File: src/rtl/approx_wallace_mac.sv
// Approximate-product MAC: low APPROX_COLS columns OR-reduced, the rest exact Wallace CSA tree; optional saturation via APPROX_WALLACE_MAC_ACC_SAT_EN.
// Latency: 2 cycles from input acceptance to out_valid, full throughput under continuous flow.
// Backpressure: out_valid && !out_ready freezes both stages and drops in_ready; otherwise in_ready is 1.
module approx_wallace_mac #(
    parameter int WIDTH       = 8,
    parameter int APPROX_COLS = 4,
    parameter int ACC_WIDTH   = 2*WIDTH+8
) (
    input  logic                 clk,
    input  logic                 rst,
    input  logic                 in_valid,
    output logic                 in_ready,
    input  logic [WIDTH-1:0]     a,
    input  logic [WIDTH-1:0]     b,
    input  logic                 acc_clr,
    output logic                 out_valid,
    input  logic                 out_ready,
    output logic [ACC_WIDTH-1:0] acc,
    output logic                 ovf
);
    localparam int PW  = 2*WIDTH;
    localparam int IW  = $clog2(WIDTH);
    localparam int PIW = $clog2(PW);
    localparam logic [PW-1:0] HI_MASK = {PW{1'b1}} << APPROX_COLS;

    // OR of each approximate column; no carry leaves these columns.
    function automatic logic [PW-1:0] f_lo(input logic [WIDTH-1:0] x, input logic [WIDTH-1:0] y);
        logic [PW-1:0] lo;
        lo = '0;
        for (int i = 0; i < WIDTH; i++) begin
            for (int j = 0; j < WIDTH; j++) begin
                if (i + j < APPROX_COLS) begin
                    lo[PIW'(i + j)] = lo[PIW'(i + j)] | (x[i] & y[j]);
                end
            end
        end
        return lo;
    endfunction

    // Exact columns: rows of partial products with approximate columns masked,
    // reduced layer by layer with 3:2 compressors down to two rows.
    function automatic logic [PW-1:0] f_hi(input logic [WIDTH-1:0] x, input logic [WIDTH-1:0] y);
        logic [PW-1:0] rows [WIDTH];
        logic [PW-1:0] nxt  [WIDTH];
        int n;
        int m;
        for (int i = 0; i < WIDTH; i++) begin
            rows[i] = x[i] ? ((PW'(y) << i) & HI_MASK) : '0;
        end
        n = WIDTH;
        for (int l = 0; l < WIDTH; l++) begin
            if (n > 2) begin
                m = 0;
                for (int k = 0; k < WIDTH; k++) begin
                    nxt[k] = '0;
                end
                for (int k = 0; k + 2 < WIDTH; k += 3) begin
                    if (k + 2 < n) begin
                        nxt[IW'(m)]     = rows[k] ^ rows[k+1] ^ rows[k+2];
                        nxt[IW'(m + 1)] = ((rows[k] & rows[k+1]) | (rows[k] & rows[k+2])
                                          | (rows[k+1] & rows[k+2])) << 1;
                        m = m + 2;
                    end
                end
                for (int k = 0; k < WIDTH; k++) begin
                    if (k >= 3*(n/3) && k < n) begin
                        nxt[IW'(m)] = rows[k];
                        m = m + 1;
                    end
                end
                rows = nxt;
                n    = m;
            end
        end
        return rows[0] + rows[1];
    endfunction

    logic                 w_stall;
    logic [PW-1:0]        w_p;
    logic [ACC_WIDTH-1:0] w_base;
    logic [ACC_WIDTH:0]   w_sum;
    logic                 w_carry;
    logic [ACC_WIDTH-1:0] w_acc_nxt;
    logic                 w_ovf_nxt;

    logic                 r_s1_vld;
    logic [PW-1:0]        r_s1_p;
    logic                 r_s1_clr;
    logic                 r_s2_vld;
    logic [ACC_WIDTH-1:0] r_acc;
    logic                 r_ovf;

    assign w_stall  = r_s2_vld & ~out_ready;
    assign in_ready = ~w_stall;
    assign w_p      = f_hi(a, b) | f_lo(a, b);

    assign w_base    = r_s1_clr ? '0 : r_acc;
    assign w_sum     = {1'b0, w_base} + (ACC_WIDTH+1)'(r_s1_p);
    assign w_carry   = w_sum[ACC_WIDTH];
    assign w_ovf_nxt = (~r_s1_clr & r_ovf) | w_carry;
`ifdef APPROX_WALLACE_MAC_ACC_SAT_EN
    assign w_acc_nxt = w_carry ? {ACC_WIDTH{1'b1}} : w_sum[ACC_WIDTH-1:0];
`else
    assign w_acc_nxt = w_sum[ACC_WIDTH-1:0];
`endif

    always_ff @(posedge clk) begin
        if (rst) begin
            r_s1_vld <= 1'b0;
            r_s2_vld <= 1'b0;
            r_acc    <= '0;
            r_ovf    <= 1'b0;
        end else if (!w_stall) begin
            r_s1_vld <= in_valid;
            if (in_valid) begin
                r_s1_p   <= w_p;
                r_s1_clr <= acc_clr;
            end
            r_s2_vld <= r_s1_vld;
            // Accumulate only when a real beat moves into stage 2.
            if (r_s1_vld) begin
                r_acc <= w_acc_nxt;
                r_ovf <= w_ovf_nxt;
            end
        end
    end

    assign out_valid = r_s2_vld;
    assign acc       = r_acc;
    assign ovf       = r_ovf;
endmodule

File: config.mk
export PLATFORM = sky130hd
export DESIGN_NAME = approx_wallace_mac
export DESIGN_NICKNAME = d
export VERILOG_FILES = /design/src/rtl/approx_wallace_mac.sv
export SDC_FILE = /design/constraint.sdc
export NUM_CORES = 1
export LEC_CHECK = 0
export ABC_AREA = 1
export BUFFER_PORTS_ARGS = -buffer_cell sky130_fd_sc_hd__buf_2
export CORE_UTILIZATION = 40
export CTS_CLUSTER_SIZE = 20
export DETAILED_ROUTE_END_ITERATION = 12
export GPL_TIMING_DRIVEN = 0
export SETUP_SLACK_MARGIN = 0.02
export SLEW_MARGIN = 5
export SYNTH_ARGS = -nofsm -noshare
export SYNTH_HDL_FRONTEND = slang
export SYNTH_SLANG_ARGS = --single-unit
File: constraint.sdc
create_clock -name clk -period 10.03 [get_ports clk]
set_clock_uncertainty 0.05 [all_clocks]
set_input_delay 2.006 -clock clk [delete_from_list [all_inputs] [get_ports clk]]
set_output_delay 2.006 -clock clk [all_outputs]
set_load 0.03 [all_outputs]
==> impl_metrics.py <==
metrics = {
    "status": {
        "status": "finished clean",
    },
    "synthesis": {
        "synthFlopType": "dfxtp_1",
        "syn_nets": 661,
        "synth_warnings": 0,
        "synth_largest_area_cell": "nand2_1",
        "ys_types": 30,
        "synth_edf_count": 16,
        "ys_seq_elements": 43,
        "synth.area.top_cells": "nand2_1 (14%), dfxtp_1 (13%), inv_1 (12%)",
        "synth-async-reset-ratio_pct": 0,
        "synth_commonest_cells": "nand2_1 (154), inv_1 (130), nor2_1 (46)",
        "netlist_instances": 581,
        "postSynthAreaPerCell_um2": 6.947,
        "yosysTopAreaCellShare_pct": 14.32,
        "synth-seq-area-share_pct": 25.29,
        "synth_area_um2": 4036,
        "synth_most_common_cell": "nand2_1",
    },
    "clocking": {
        "numCtsBuffers": 5,
        "postCtsSetupBuffers": 0,
        "path_clk_slew_ps": 90,
        "cts_hold_buffers": 0,
        "clock-root-buffer": "clkbuf_8",
        "cts_tree": "built",
        "insertion_delay_ps": 300,
        "htreeDepth": 2,
        "post_cts_resized": 0,
        "clock-sinks": 43,
        "cts_buffer_depth": 2,
    },
    "setup_path": {
        "worst-endpoint-arrival_ps": 5440,
        "cp_cell_sequence": "clkbuf_1, nand2_1, fa_1, inv_1, fa_1, fa_1, ha_1, ha_1, inv_1, fa_1, o21ai_1, a21oi_1, o21ai_1, xor2_1",
        "cp_top_family": "adder cells",
        "crit_buf_inv": 3,
        "cp-start-kind": "input pin",
        "crit_fanout": 8,
        "slowest_delay_ps": 500,
        "crit_top_cell": "fa_1",
        "required_ps": 10040,
        "timing_worst_setup_path_type": "input pin to flop",
        "end_kind": "flop",
        "slowest_stage": "fa_1",
    },
    "sta": {
        "worst_slew_pin_slew_ps": 786.4,
        "setup_violations": 0,
        "drv_slew": 0,
        "slew_headroom_pct": 47.52,
        "period_share_pct": 54.18,
        "rsz0062_at_grt": "no",
        "fin_hold_ws_ps": 415.6,
        "fin_crit_ps": 5434,
        "fmax_mhz": 184.0,
        "fin_setup_tns_ps": 0,
        "hold_violations": 0,
    },
    "pwr": {
        "p_per_area_nw_per_um2": 125.3,
        "pwr-share-comb_pct": 40.8,
        "ir_drop_mv": 0.05992,
        "internal_power_mw": 0.3462,
        "switching_share_pct": 38.68,
        "pwr-share-seq_pct": 37.7,
        "p_sw_mw": 0.2184,
        "pwr-share-clk_pct": 21.4,
        "leakagePower_nw": 2.619,
    },
    "floorplanning": {
        "rows": 36,
        "dieArea_um2": 10500,
        "initial_core_util_pct": 41.30,
        "fp.dieW_um": 102.5,
        "io_pins": 48,
        "dieHeight_um": 102.5,
        "core_um2": 9774,
    },
    "routing": {
        "ant_nets": 0,
        "routed_wl_mm": 9.031,
        "drt_iter0_markers": 101,
        "vias": 3579,
        "routed_via_density": 4.697,
        "drc_errors": 0,
        "firstDrtPassIters": 4,
        "detail_route.wl_per_cell_um": 11.85,
    },
    "layout": {
        "antenna_cells": 0,
        "num-fill-cells": 1046,
        "design_area_um2": 4504,
        "fin_nets": 708,
        "area_growth_pct": 11.59,
        "drive_gt1_share_pct": 11.61,
    },
    "grt": {
        "grt_usage_pct": 18.59,
        "grt_antenna_before_repair": 0,
        "grt_pass1_vias": 3398,
        "grt_pass1_wl_mm": 15.17,
        "grt_overflow_total": 0,
        "grt_max_degree": 17,
    },
    "hold_path": {
        "hp-class": "flop to flop",
    },
    "placement": {
        "place_area_um2": 4403,
        "dp.final_hpwl_mm": 7.423,
        "io_buffers": 40,
        "gp_congestion": 0.9323,
    },
    "job": {
        "drv_cap": 0,
    },
}
[tightest hold or removal path: cells and delay by family, from the launching register on]
| kind | cells | cell delay, ps |
|---|---|---|
| flops | 1 | 310 |
| compound gates | 1 | 60 |
| simple gates | 1 | 50 |
[sequential cells by signal, indices dropped and copies added, names as in the netlist]
| register | cells |
|---|---|
| acc | 24 |
| out_valid | 1 |
| ovf | 1 |
| r_s1_clr | 1 |
| r_s1_p | 15 |
| r_s1_vld | 1 |
[stage by stage]
stage	setup slack [ps]	std cells	util, %	power (mW)
after floorplan	4571	581	-	0.3898
after global placement	4310	754	45.05	0.4402
after global routing	4416	762	46.08	0.6098
after CTS	4587	762	46.06	0.5709
after detailed placement	4280	754	45.05	0.4470
final	4596	762	46.08	0.5646
[cells in the final DEF, fill, tap and decap left out, drive strengths merged, types with 7 or more instances in the layout]
cell	count
nand2	165
dfxtp	27
a21oi	38
buf	42
inv	134
edfxtp	16
ha	35
nor2	51
o21ai	15
clkbuf	17
nand3	30
nor3	7
xor2	11
fa	24
[worst paths after layout]
path / start / endpoint / slack [ps] / cells after the start
setup / recovery: a[2] / r_s1_p[13] / 4600 / 14
hold reg to reg: ovf / ovf / 420 / 2
hold / removal: ovf / ovf / 420 / 2
setup reg to reg: r_s1_clr / acc[20] / 7300 / 17
[logic make-up after synthesis]
logic type,count (synthesis),share of synthesized area [%]
and+or+nand+nor,259,27.34
buffers and inverters,147,13.89
AOI/OAI and AO/OA,61,8.121
adders and majority gates,59,22.75
DFF,43,25.29
xor gates and xnor gates,12,2.604
[power by group through the flow]
stage                     clock [mW]  combinational, mW  sequential [mW]
after detailed placement           0              0.230            0.217
after CTS                      0.125              0.232            0.213
after global routing           0.130              0.266            0.215
after global placement             0              0.223            0.217
after floorplan                    0              0.164            0.226
final                          0.121              0.231            0.213
[area by class of cell]
class | instances | area (um^2) | share of cell area, %
Tap cell | 133 | 166.4 | 3.694
Clock buffer | 6 | 82.58 | 1.833
Timing Repair Buffer | 40 | 200.2 | 4.444
Buffer | 13 | 57.56 | 1.278
Sequential cell | 43 | 1021 | 22.67
Clock inverter | 2 | 16.27 | 0.3611
Inverter | 134 | 503.0 | 11.17
Multi-Input combinational cell | 391 | 2457 | 54.56
[routing by layer]
layer	GRT usage [%]	wire (um)
met2	32.51	4375
met4	7.033	97
met5	0	0
met1	23.33	4230
met3	2.189	328
No activity file was read; power rests on OpenSTA's default activity.
